`config.mk`:
```
export PLATFORM = sky130hd
export DESIGN_NAME = cic_comp_fir
export DESIGN_NICKNAME = d
export VERILOG_FILES = /design/src/rtl/cic_comp_fir.sv
export SDC_FILE = /design/constraint.sdc
export NUM_CORES = 1
export LEC_CHECK = 0
export CAP_MARGIN = 20
export CORE_MARGIN = 10
export CORE_UTILIZATION = 40
export CTS_CLUSTER_SIZE = 8
export DETAILED_ROUTE_END_ITERATION = 10
export MAX_ROUTING_LAYER = met4
export SLEW_MARGIN = 20
export SYNTH_ARGS = -nofsm -noshare
export SYNTH_HDL_FRONTEND = slang
export SYNTH_SLANG_ARGS = --single-unit
```
`constraint.sdc`:
```
create_clock -name clk -period 10.7 [get_ports clk]
set_input_delay 1.605 -clock clk [delete_from_list [all_inputs] [get_ports clk]]
set_output_delay 1.605 -clock clk [all_outputs]
set_load 0.05 [all_outputs]
```
`src/rtl/cic_comp_fir.sv`:
```
// cic_comp_fir: serial-MAC FIR behind the CIC decimator.
// Each accepted sample is written into a circular delay line. The block then
// runs one multiply-accumulate per clock over all taps, and finally produces a
// rounded, saturated output with a single-cycle y_valid pulse.
// After reset the coefficient set is a unity passthrough.
module cic_comp_fir #(
  parameter int TAPS    = 8,
  parameter int X_WIDTH = 12,
  parameter int C_WIDTH = 12,
  parameter int Y_WIDTH = 12,
  parameter int SHIFT   = C_WIDTH - 2
) (
  input  logic                        clk,
  input  logic                        rst_n,
  input  logic                        enabled,
  input  logic signed [X_WIDTH-1:0]   x,
  input  logic                        x_valid,
  input  logic                        coef_we,
  input  logic [$clog2(TAPS)-1:0]     coef_addr,
  input  logic signed [C_WIDTH-1:0]   coef_data,
  output logic signed [Y_WIDTH-1:0]   y,
  output logic                        y_valid,
  output logic                        busy,
  output logic                        overrun
);

  localparam int PW        = $clog2(TAPS);
  localparam int P_WIDTH   = X_WIDTH + C_WIDTH;
  localparam int ACC_WIDTH = X_WIDTH + C_WIDTH + $clog2(TAPS);

  // Rounding offset and output limits, widened by one bit so the
  // round-half-up addition can never wrap.
  localparam logic signed [ACC_WIDTH:0] HALF  = (ACC_WIDTH+1)'(1) <<< (SHIFT-1);
  localparam logic signed [ACC_WIDTH:0] Y_MAX = (ACC_WIDTH+1)'(2**(Y_WIDTH-1) - 1);
  localparam logic signed [ACC_WIDTH:0] Y_MIN = (ACC_WIDTH+1)'(-(2**(Y_WIDTH-1)));

  typedef enum logic [1:0] {S_IDLE, S_MAC, S_OUT} state_t;

  state_t                      state, state_nxt;
  logic [PW-1:0]               wr_ptr;
  logic [PW-1:0]               k;
  logic [PW-1:0]               rd_ptr;
  logic signed [X_WIDTH-1:0]   delay [TAPS];
  logic signed [C_WIDTH-1:0]   coef  [TAPS];
  logic signed [ACC_WIDTH-1:0] acc;
  logic signed [P_WIDTH-1:0]   prod;
  logic                        accept;
  logic                        last_tap;

  // y = sat((acc + 2^(SHIFT-1)) >>> SHIFT), i.e. round half up, then clamp.
  function automatic logic signed [Y_WIDTH-1:0] round_sat(
    input logic signed [ACC_WIDTH-1:0] a
  );
    logic signed [ACC_WIDTH:0] sum;
    logic signed [ACC_WIDTH:0] q;
    sum = (ACC_WIDTH+1)'(a) + HALF;
    q   = sum >>> SHIFT;
    if (q > Y_MAX)      return Y_WIDTH'(Y_MAX);
    else if (q < Y_MIN) return Y_WIDTH'(Y_MIN);
    else                return Y_WIDTH'(q);
  endfunction

  assign busy     = (state != S_IDLE);
  assign accept   = (state == S_IDLE) && x_valid && enabled;
  assign last_tap = (k == PW'(TAPS-1));

  // Tap k reads the sample k positions older than the newest one.
  always_comb begin
    rd_ptr = '0;
    if (wr_ptr >= k) rd_ptr = wr_ptr - k;
    else             rd_ptr = PW'({1'b0, wr_ptr} + (PW+1)'(TAPS) - {1'b0, k});
  end

  // Full-precision product of the current tap.
  always_comb begin
    prod = P_WIDTH'(coef[k]) * P_WIDTH'(delay[rd_ptr]);
  end

  // State register.
  always_ff @(posedge clk or negedge rst_n) begin
    if (!rst_n) state <= S_IDLE;
    else        state <= state_nxt;
  end

  // Next-state logic: IDLE -> MAC (TAPS clocks) -> OUT -> IDLE.
  always_comb begin
    state_nxt = state;
    case (state)
      S_IDLE:  if (accept)   state_nxt = S_MAC;
      S_MAC:   if (last_tap) state_nxt = S_OUT;
      S_OUT:                 state_nxt = S_IDLE;
      default:               state_nxt = S_IDLE;
    endcase
  end

  // Datapath: sample capture, coefficient writes, accumulation and output.
  always_ff @(posedge clk or negedge rst_n) begin
    if (!rst_n) begin
      for (int i = 0; i < TAPS; i++) begin
        delay[i] <= '0;
        coef[i]  <= (i == 0) ? C_WIDTH'(2**SHIFT) : '0;
      end
      acc     <= '0;
      k       <= '0;
      wr_ptr  <= '0;
      y       <= '0;
      y_valid <= 1'b0;
      overrun <= 1'b0;
    end else begin
      y_valid <= 1'b0;
      if (x_valid && enabled && busy) overrun <= 1'b1;
      case (state)
        S_IDLE: begin
          if (accept) begin
            delay[wr_ptr] <= x;
            acc           <= '0;
            k             <= '0;
          end else if (coef_we && (32'(coef_addr) < TAPS)) begin
            coef[coef_addr] <= coef_data;
          end
        end
        S_MAC: begin
          acc <= acc + ACC_WIDTH'(prod);
          k   <= k + PW'(1);
        end
        S_OUT: begin
          y       <= round_sat(acc);
          y_valid <= 1'b1;
          wr_ptr  <= (wr_ptr == PW'(TAPS-1)) ? '0 : wr_ptr + PW'(1);
        end
        default: ;
      endcase
    end
  end

endmodule

```
==> Word-level counts from Yosys, hierarchy flattened <==
Index checks and enable logic that the tools add are counted.
{ "op_classes": {"add_sub_neg": 7, "reduce_logical": 13, "n_eq_ne": 6, "magnitude_cmp": 9, "multipliers": 1, "bitwise_logic": 5, "muxes": 24} }
{ "op_table": {"columns": ["operator", "count"], "rows": [
  ["$bwmux 96", 2],
  ["$mux 12", 8],
  ["$bmux 12 s3", 2],
  ["$demux 12 s3", 2],
  ["$pmux 27 s2", 1],
  ["$add 27x11->28 const B", 1],
  ["$add 27x24->27", 1],
  ["$mux 27", 1],
  ["$mul 12x12->24", 1],
  ["$gt 18x12->1 const B", 1],
  ["$lt 18x12->1 const B", 1],
  ["$ge 4x4->1 const B", 4],
  ["$not 3->4", 4],
  ["$add 3x1->3 const B", 3],
  ["$mux 3", 3],
  ["$lt 4x1->1 const B", 2],
  ["$eq 3x3->1 const B", 2],
  ["$logic_and 1x1->1", 6],
  ["$pmux 3 s2", 1],
  ["$reduce_and 2->1", 3],
  ["$sub 3x3->3", 2],
  ["$mux 2", 2],
  ["$ne 2x2->1 const B", 2],
  ["$pmux 2 s2", 1],
  ["8 further kinds", 9]
]} }
{ "word_totals": {"in_bits": 32, "elab_cells": 88, "out_inout_bits": 15, "regBits": 241} }

==> Longest topological paths before layout <==
{ "logic_depth": {"depth_word": 10, "ltp_mapped": 30, "ltp_nobuf": 28} }

==> Worst setup path after synthesis <==
OpenSTA, ideal clock, no wires.
{ "synth_path": {"path_kind": "register to register", "start": "register k[1]", "end": "register acc[23]", "n_path_buf": 4, "stages_incl_launch_ff": 29, "arrival_ns": 7.554, "path_slack_ns": 3.011, "setup_time_ns": 0.134, "t_required_ns": 10.566, "period_less_slack_ns": 7.689, "cell_sequence": "dfrtp_1 -> buf_2 -> buf_1 -> inv_1 -> fa_1 -> xor2_4 -> xnor2_4 -> buf_6 -> mux4_2 -> mux2i_4 -> buf_6 -> nand2b_1 -> fa_1 -> fa_1 -> inv_1 -> fa_1 -> fa_1 -> fa_1 -> inv_1 -> fa_1 -> inv_1 -> ha_1 -> and3_1 -> a221o_1 -> a31oi_2 -> o21ai_1 -> a21oi_2 -> o21a_1 -> o211ai_1"} }
{ "synth_via": {"elab_chain_len": 9, "word_cells_on_any_way": 15, "classes_between": "add/sub: 3; mul: 1; order compare: 1; mux: 8; bitwise: 2"} }
{ "synth_rtl": {"columns": ["element", "line_no", "text"], "rows": [
  ["start: declaration", "41", "logic [PW-1:0] k;"],
  ["start signal: assignment", "124", "k <= k + PW'(1);"],
  ["$sub 3x3->3 (tied with other cells)", "71", "else rd_ptr = PW'({1'b0, wr_ptr} + (PW+1)'(TAPS) - {1'b0, k});"],
  ["$mux 3", "70", "if (wr_ptr >= k) rd_ptr = wr_ptr - k;"],
  ["$not 3->4 (not written as such)", "76", "prod = P_WIDTH'(coef[k]) * P_WIDTH'(delay[rd_ptr]);"],
  ["$bmux 12 s3", "76", null],
  ["$mux 12 (not written as such) (2 in a row)", "76", null],
  ["$mul 12x12->24 *", "76", null],
  ["$add 27x24->27 *", "123", "acc <= acc + ACC_WIDTH'(prod);"],
  ["$pmux 27 s2 *", "112", "case (state)"],
  ["end signal: assignment", "123", null],
  ["end: declaration", "45", "logic signed [ACC_WIDTH-1:0] acc;"]
]} }
Every way passes the cells marked *; elsewhere a longest branch is shown, timed or not. The select of a mux whose other input is x is not followed.
A chain may end at the register's enable or synchronous reset.

==> Worst setup path after layout <==
Ends and elaborated chain as after synthesis.

==> impl_metrics.py <==
metrics = {
    "clock_tree": {
        "cts_max_level": 2,
        "cts_hold_buf": 0,
        "cts.reportedPaths.clkPinSlew_ps": 50,
        "ctsResizeCount": 0,
        "numCtsBuffers": 36,
        "cts_root_buffer": "clkbuf_16",
        "clock-sinks": 241,
        "post_cts_buffers": 0,
        "cts_tree": "yes",
        "clkLatencyLatePin_ps": 550,
        "cts_buffer_depth": 3,
    },
    "worst_setup_path": {
        "setup.worst_path.start": "k[1]",
        "critical_path.max_fanout": 27,
        "critPathBufInv": 5,
        "cp-end-kind": "flop",
        "criticalPathCategory": "reg -> reg",
        "slowest_delay_ps": 760,
        "start_kind": "flop",
        "cp_top_family": "adder cells",
        "slowest_stage": "xnor2_4",
        "reg2reg_from": "k[1]",
        "cp.arrival_ps": 9230,
        "cp_common_cell": "fa_1",
        "worstPathRequired_ps": 11150,
    },
    "timing": {
        "relSlewSlack": 0.324,
        "tightest_slew_ps": 1010,
        "timing.hold.ws_ps": 483,
        "min_period_ps": 8780,
        "slew_violations": 0,
        "finalHoldViolCount": 0,
        "setup_viol": 0,
        "fmax_mhz": 114,
        "rsz0062_at_grt": "false",
        "fin_crit_sh": 0.821,
        "finalSetupTns_ps": 0,
        "fin_worst_skew_ps": 14.7,
    },
    "yosys": {
        "ys_seq_area_frac": 0.339,
        "syn_area_mm2": 0.0178,
        "yosysTopAreaCell": "dfrtp_1",
        "synth_edf_count": 0,
        "yosys-top-cells-area": "dfrtp_1, fa_1, mux2_2",
        "syn_inst": 1473,
        "avgSynthCellArea_um2": 12.1,
        "synth.distinct_cells": 68,
        "yosysWarnings": 0,
        "synth_top_area_frac": 0.338,
        "synthesis.nets": 1760,
        "ys_ff_latch": 241,
        "async_reset_ff_frac": 1.00,
        "ys.flop_type": "dfrtp_1",
    },
    "detailed_routing": {
        "num_vias": 10900,
        "antenna_left": 0,
        "post_drt_wl_per_cell_um": 18.6,
        "viasPerCell": 5.12,
        "first_iter_violations": 537,
        "post-route-drc-count": 0,
        "routed_wl_mm": 39.5,
        "drt_first_pass_iters": 5,
    },
    "cells_and_area": {
        "drive_gt1_frac": 0.221,
        "layout_commonest_cell": "dfrtp_1",
        "fillers": 4113,
        "multi_input_area_mm2": 0.0106,
        "antenna_cells": 0,
        "ff_latch_area_mm2": 0.00603,
        "layout_common_cells": "dfrtp_1, inv_1, mux2_2",
        "fin_area_mm2": 0.0199,
        "syn2layout_area_growth_pct": 12.1,
        "nNetsFinal": 1804,
    },
    "grt": {
        "grt_pass1_vias": 11700,
        "grt_max_degree": 106,
        "grtUsageTotal": 0.158,
        "antenna_found_initial": 0,
        "grt-ovfl-total": 0,
        "grt_pass1_wl_mm": 65.5,
    },
    "floorplanning": {
        "fp.dieW_um": 231,
        "dieHeight_um": 231,
        "core_mm2": 0.0441,
        "die_area_mm2": 0.0533,
        "initial_core_util": 0.403,
        "ios": 47,
        "std_cell_rows": 77,
    },
    "worst_hold_path": {
        "holdCritPathClass": "reg -> reg",
        "hold_start": "acc[8]",
    },
    "placement": {
        "place_congestion": 0.854,
        "place_hpwl_mm": 28.4,
        "placed_area_mm2": 0.0189,
        "placement.io_buffers": 46,
    },
    "job": {
        "maxCapViolations": 0,
    },
    "status": {
        "status": "finished clean",
    },
}
## worst paths after layout
kind | cells past startpoint | slack (ps) | end
min reg2reg | 2 | 480 | acc[8]
max in group asynchronous | 2 | 8270 | coef[15]
min in group asynchronous | 1 | 1080 | y[1]
min | 2 | 480 | acc[8]
max reg2reg | 25 | 1920 | acc[23]
max | 25 | 1920 | acc[23]
## Yosys cell counts (7+ instances only)
master	number
nand2_1	49
dfrtp_1	240
buf_2	35
or2_1	64
a22o_1	9
o21ai_0	19
o21ai_1	14
mux4_2	48
nor3_1	9
a21oi_1	13
xor2_1	10
nand3_1	12
clkbuf_1	20
ha_1	79
xnor2_1	25
nand4_1	7
nor2_1	92
mux2i_1	25
buf_1	8
mux2_2	193
a21o_1	9
inv_1	206
fa_1	176
a22oi_1	12
nor2b_1	14
## logic make-up after synthesis
logic type | Yosys count | synth area share
buffers and inverters | 278 | 0.0635
and+or+nand+nor | 276 | 0.0777
muxes | 268 | 0.199
adders and majority gates | 255 | 0.254
DFF | 241 | 0.339
AOI/OAI and AO/OA | 118 | 0.0462
xor gates and xnor gates | 37 | 0.0203
## final cells by class
cell class	instances	area share
flip-flops and latches	241	0.303
repair buffers	76	0.0349
well taps	592	0.0372
clock buffers	46	0.0497
inverters	208	0.0392
multi-input cells	954	0.534
clock inverters	2	0.00232
## worst reg2reg max path, cell delays in order, from the launching register on
cell and delay [ps]:
dfrtp_1 310, buf_4 370, inv_1 120, fa_1 480, xor2_4 200, xnor2_4 760
mux4_2 410, mux2i_1 740, or2_1 220, fa_1 450, fa_1 520, inv_1 50
fa_1 460, fa_1 520, fa_1 550, inv_1 50, fa_1 530, inv_1 40
ha_1 350, and3_1 240, a221o_1 330, a31oi_2 280, o21ai_1 120, a21oi_2 260
o2111ai_1 150, o211ai_1 170
## per-stage QoR
step / utilization / setup slack (ps) / std cells
after global placement: 0.428 / 1980 / 2071
after floorplan: - / 3010 / 1473
after detailed placement: 0.428 / 1940 / 2071
after global routing: 0.452 / 1380 / 2119
final: 0.452 / 1920 / 2119
after CTS: 0.451 / 1910 / 2119
## per-layer routing
| metal | track usage | part of all wire | vias up |
|---|---|---|---|
| li1 | - | - | 4971 |
| met1 | 0.214 | 0.48 | 5636 |
| met2 | 0.242 | 0.47 | 200 |
| met3 | 0.0232 | 0.037 | 51 |
| met4 | 0.0475 | 0.021 | 0 |
| met5 | - | 0 | - |
## registers in the layout (all words and copies together) (netlist names)
signal   cells
acc         27
coef        96
delay       96
k            3
overrun      1
state        2
wr_ptr       3
y           12
y_valid      1
Power is left out: the tool's default activity adds up to more than one toggle a clock period on the data nets, which glitch-free logic cannot reach.
==> RTL edit 1, RTL diff (same flow settings) <==
The 3 states of `state_t` get a one-hot encoding in 3 bits.
--- a/src/rtl/cic_comp_fir.sv
+++ b/src/rtl/cic_comp_fir.sv
@@ -36,3 +36,3 @@
 
-  typedef enum logic [1:0] {S_IDLE, S_MAC, S_OUT} state_t;
+  typedef enum logic [2:0] {S_IDLE = 3'b001, S_MAC = 3'b010, S_OUT = 3'b100} state_t;
 
Behaviour: same outputs for any inputs over 10 cycles, from zero or initial values and one cycle with rst_n low; not proved beyond that.
==> RTL edit 1 against the original RTL <==
Routed wire length fell by 2.1%; sequential cell count grew 1; area after synthesis about the same; clock skew increased by 0.0094 ns; hold slack lost 0.0013 ns; critical path depth decreased by 2; first-iteration DRC count is 18% lower; final area up 0.25%; worst setup slack improved by 0.16 ns; critical path type unchanged; largest cell class unchanged.
Power is left out: the tool's default activity adds up to more than one toggle a clock period on the data nets, which glitch-free logic cannot reach.
==> RTL edit 1: results (changes against the original RTL) <==
- The worst slew slack as a fraction of its limit came to 21.8% (-11 points).
- Latest clock arrival within the worst-skew pair: 0.55 ns (about the same)
- Final net count: 1809 (+0.28%)
- DRT Pass-1 Iters: 4 (-1)
- The count of vias placed by the detailed router is 10900 (+0.21%).
- The half-perimeter wire length after detailed placement is 27900 um (-1.5%).
- Placer Congestion: 0.874 (+2.4%)
- The antenna diode count was 0 (unchanged).
* Sequential cell area fraction in the yosys report: 34.1% (+0.14 points)
- The data arrival time of the worst path is 9.02 ns (-0.21 ns).
- The biggest fanout along the worst timing path was 14 (-48%).
- Total number of H-tree levels: 2 (unchanged)
- Routed wire length: 38600 um (-2.1%)
* Clk pin slew, worst setup/hold paths: 0.05 ns (about the same)
* Count of different cell masters after synthesis: 64 (-5.9%)
* Number of global-route vias before repair: 11800 (+0.67%)
- Share of layout cells above drive strength 1: 26.0% (+3.9 points)
* Commonest cells in the synthesized netlist: 240 x sky130_fd_sc_hd__dfrtp_1, 204 x sky130_fd_sc_hd__inv_1, 193 x sky130_fd_sc_hd__mux2_2, 176 x sky130_fd_sc_hd__fa_1, 98 x sky130_fd_sc_hd__nor2_1
* Signal buffers share of area: 3.56% (+0.073 points)
- Global-route usage over all layers: 15.4% (-0.37 points)
- Status: finished clean
* Number of non-clock inverters: 204 (-1.9%)
- In the post-synthesis netlist, the biggest area contributors are sky130_fd_sc_hd__dfrtp_1 34%, sky130_fd_sc_hd__fa_1 20%, sky130_fd_sc_hd__mux2_2 12%.
- Count of clock-net buffers in the final layout: 56 (+22%)
- Worst hold path type: reg -> reg
- The flip-flop and latch count after synthesis is 242 (+0.41%).
- The first-pass GRT wire length came to 64800 um (-0.97%).
- Cell type group with the largest total delay on the critical path: adder cells
- The number of CTS-inserted buffers was 36 (unchanged).
- Share of cell area taken by flip-flops and latches: 30.3% (+0.056 points)
- 1st-iter DRT viols: 438 (-18%)
- Registers with the highest flip-flop counts: coef: 96 flops, delay: 96 flops, acc: 27 flops
- Clock network share of area: 5.30% (+0.10 points)
* Slowest stage cell, crit path: sky130_fd_sc_hd__mux2i_1
- The highest cell delay on the worst timing path came to 0.89 ns (+0.13 ns).
* Largest net degree at the start of global routing: 186 (+75%)
- #MultiIn Comb: 961 (+0.73%)
* Post-CTS Setup Inserts: 0 (unchanged)
* Clock skew after layout: 0.0241 ns (+0.00939 ns)
* Non-clk bufs: 77 (+1.3%)
- Filler Cells Inserted: 4135 (+0.53%)
- Clock buffer depth: 3 (unchanged)
- Post-synth ARST share: 100% (unchanged)
- Synth warnings: 0 (unchanged)
[RTL edit 1: kinds of logic (layout without fill, tap and decap cells)]
family | Yosys count | after routing | share of synthesized area (%)
AO/OA/AOI/OAI | 113 | 113 | 4.26
adder cells (fa/ha/maj) | 255 | 255 | 25.4
flip-flops | 242 | 242 | 34.1
multiplexers | 270 | 270 | 20.0
AND/OR/NAND/NOR | 287 | 287 | 8.32
XOR/XNOR | 36 | 36 | 1.82
buffers and inverters | 274 | 340 | 6.21
[RTL edit 1: metrics by stage]
| stage | utilization, % | setup WS [ns] | std cells | hold slack (ns) | cell area, sq um |
|---|---|---|---|---|---|
| floorplan | - | 3.05 | 1477 | 0.450 | 17800 |
| global placement | 42.9 | 2.20 | 2076 | 0.466 | 18900 |
| detailed placement | 42.9 | 2.11 | 2076 | 0.478 | 18900 |
| CTS | 45.3 | 2.07 | 2135 | 0.488 | 20000 |
| global route | 45.3 | 1.66 | 2135 | 0.507 | 20000 |
| finish | 45.3 | 2.08 | 2135 | 0.482 | 20000 |
[RTL edit 1: worst reg2reg max path, stage by stage, from the launching register on]
cell and delay [ns]:
sky130_fd_sc_hd__dfrtp_1 0.49, sky130_fd_sc_hd__inv_1 0.15, sky130_fd_sc_hd__ha_1 0.76, sky130_fd_sc_hd__buf_4 0.41
sky130_fd_sc_hd__mux4_2 0.53, sky130_fd_sc_hd__mux2i_1 0.89, sky130_fd_sc_hd__or2_2 0.27, sky130_fd_sc_hd__fa_1 0.44
sky130_fd_sc_hd__fa_1 0.51, sky130_fd_sc_hd__inv_1 0.05, sky130_fd_sc_hd__fa_1 0.47, sky130_fd_sc_hd__fa_1 0.52
sky130_fd_sc_hd__fa_1 0.54, sky130_fd_sc_hd__inv_1 0.05, sky130_fd_sc_hd__fa_1 0.53, sky130_fd_sc_hd__inv_1 0.04
sky130_fd_sc_hd__ha_1 0.38, sky130_fd_sc_hd__nand2_1 0.12, sky130_fd_sc_hd__or3_1 0.38, sky130_fd_sc_hd__o2bb2ai_1 0.36
sky130_fd_sc_hd__a211oi_1 0.20, sky130_fd_sc_hd__a21oi_1 0.21, sky130_fd_sc_hd__xnor2_1 0.14, sky130_fd_sc_hd__o21ai_1 0.07
[RTL edit 1: metal layers]
metal  track usage (%)  wire [um]
met5                 -          0
met4              3.78        724
met3              2.61       1430
met2              24.1      18200
met1              20.6      18300
[RTL edit 1: path summary, 6_finish.rpt]
kind	start	endpoint	slack (ns)	cells after the start
setup / recovery	wr_ptr[0]	acc[26]	2.08	23
setup reg to reg	wr_ptr[0]	acc[26]	2.08	23
min in group asynchronous	rst_n	acc[5]	0.99	1
hold reg to reg	y[11]	y[11]	0.48	2
max in group asynchronous	rst_n	k[0]	8.31	2
hold / removal	y[11]	y[11]	0.48	2
==> RTL edit 2, RTL diff (same flow settings) <==
Without the edit above. Set the parameter `Y_WIDTH` to 11 (it was 12).
--- a/src/rtl/cic_comp_fir.sv
+++ b/src/rtl/cic_comp_fir.sv
@@ -9,3 +9,3 @@
   parameter int C_WIDTH = 12,
-  parameter int Y_WIDTH = 12,
+  parameter int Y_WIDTH = 11,
   parameter int SHIFT   = C_WIDTH - 2
Ports: changed (resized y); port bits go from 47 to 46. The function was not compared with the original's and may differ.
==> RTL edit 2 against the original RTL <==
Sequential share of layout area increased by 0.063 points; routed wire length decreased by 3.4%; sequential cell count decreased by 1; clock skew decreased by 0.0011 ns; utilization increased by 0.61 points; area after synthesis decreased by 1.1%; first-iteration DRC count decreased by 9.9%; largest cell class unchanged; worst setup slack improved by 0.31 ns; hold slack got worse by 0.0076 ns; final area decreased by 0.62%; synthesized cell count decreased by 1.0%.
Power is not shown: default switching activity piles up to over one toggle a cycle in this logic, so the estimate is an artifact.
==> RTL edit 2: results (changes against the original RTL) <==
- Count of clock-net buffers in the final layout: 48 (+4.3%)
* Signal arrival time at the worst endpoint: 8.90 ns (-0.33 ns)
* Per-cell via count in the routed design: 5.05 (-1.5%)
- Hold Path Origin: y[10]
* Launch point of the critical path: k[1]
* Number of global-route vias before repair: 11600 (-0.95%)
- The aggregate global-route resource usage is 15.4% (-0.43 points).
* Area after DPL: 0.0187 sq mm (-0.73%)
- The fraction of the yosys area taken by sequential cells was 34.2% (+0.22 points).
* Share of cell area taken by flip-flops and latches: 30.3% (+0.063 points)
- Final count of negative-setup-slack endpoints: 0 (unchanged)
- The flip-flop and latch count after synthesis came to 240 (-0.41%).
- The global placement routability congestion is 0.814 (-4.7%).
- Area added between synthesis and finish: 12.6%
- The antenna diode count is 1 (+1).
* Filler Cells Inserted: 3948 (-4.0%)
* Length in cells of the worst reg-to-reg path: 27 (+8.0%)
- Final net count: 1790 (-0.78%)
- Status: finished clean
- Placement Setup Slack: 2.18 ns (+0.243 ns)
- Largest net degree at the start of global routing: 170 (+60%)
* 1st-iter DRT viols: 484 (-9.9%)
- The number of antenna violations at the first check in global routing was 1 (+1).
* Slowest stage cell, crit path: sky130_fd_sc_hd__mux2i_1
* Number of non-clock inverters: 206 (-0.96%)
* Signal buffers share of area: 3.54% (+0.053 points)
- The total nets after synthesis is 1745 (-0.85%).
* Clock skew after layout: 0.0135 ns (-0.00114 ns)
- The total iterations of the first detailed-routing run is 5 (unchanged).
* Transition at the pin with the smallest max-transition slack: 1.06 ns (+0.0455 ns)
- Commonest cells in the synthesized netlist: 239 x sky130_fd_sc_hd__dfrtp_1, 206 x sky130_fd_sc_hd__inv_1, 196 x sky130_fd_sc_hd__mux2_2, 176 x sky130_fd_sc_hd__fa_1, 85 x sky130_fd_sc_hd__nor2_1
- The count of different cell masters after synthesis was 62 (-8.8%).
- The first-pass GRT wire length was 63800 um (-2.5%).
- The count of buffers inserted at the top-level ports was 45 (-2.2%).
- Clock network share of area: 5.32% (+0.12 points)
[RTL edit 2: cell types whose count changed after synthesis, moves of 6 or more]
cell / change
sky130_fd_sc_hd__or2_2: +65
sky130_fd_sc_hd__or2_1: -64
sky130_fd_sc_hd__buf_2: -18
sky130_fd_sc_hd__clkbuf_1: +15
sky130_fd_sc_hd__o21ai_0: +15
sky130_fd_sc_hd__o21ai_1: -13
sky130_fd_sc_hd__nor2_1: -7
sky130_fd_sc_hd__buf_1: +6
[RTL edit 2: worst min-delay path: cells and delay by family, from the launching register on]
kind / cells / cell delay, ns
and+or+nand+nor: 1 / 0.05
AOI/OAI and AO/OA: 1 / 0.06
DFF: 1 / 0.34
[RTL edit 2: final timing paths]
path	to	slack (ns)
worst max-delay path	acc[23]	2.22
worst min-delay path	y[10]	0.48
min in group asynchronous	acc[4]	1.03
worst max register to register	acc[23]	2.22
worst min register to register	y[10]	0.48
max in group asynchronous	delay[55]	8.27
[RTL edit 2: metal layers]
layer | global-route usage (%) | vias to the layer above | routed length, um
li1 | - | 4926 | -
met1 | 20.8 | 5457 | 18400
met2 | 23.4 | 178 | 17400
met3 | 3.21 | 51 | 1680
met4 | 3.45 | 0 | 717
met5 | - | - | 0
[RTL edit 2: kinds of logic (layout without fill, tap and decap cells)]
family,Yosys count,in the layout,share of synthesized area (%)
flops,240,240,34.2
xor+xnor,36,36,1.84
buf+inv,275,333,6.05
other cells,0,1,0
simple gates,273,273,7.91
compound gates,109,109,4.22
fa+ha+maj,255,255,25.7
mux,270,270,20.2
[RTL edit 2: stage by stage]
stage | hold WS (ns) | cells
floorplan | 0.449 | 1458
global placement | 0.462 | 2050
detailed placement | 0.478 | 2050
CTS | 0.490 | 2101
global route | 0.504 | 2102
finish | 0.475 | 2102
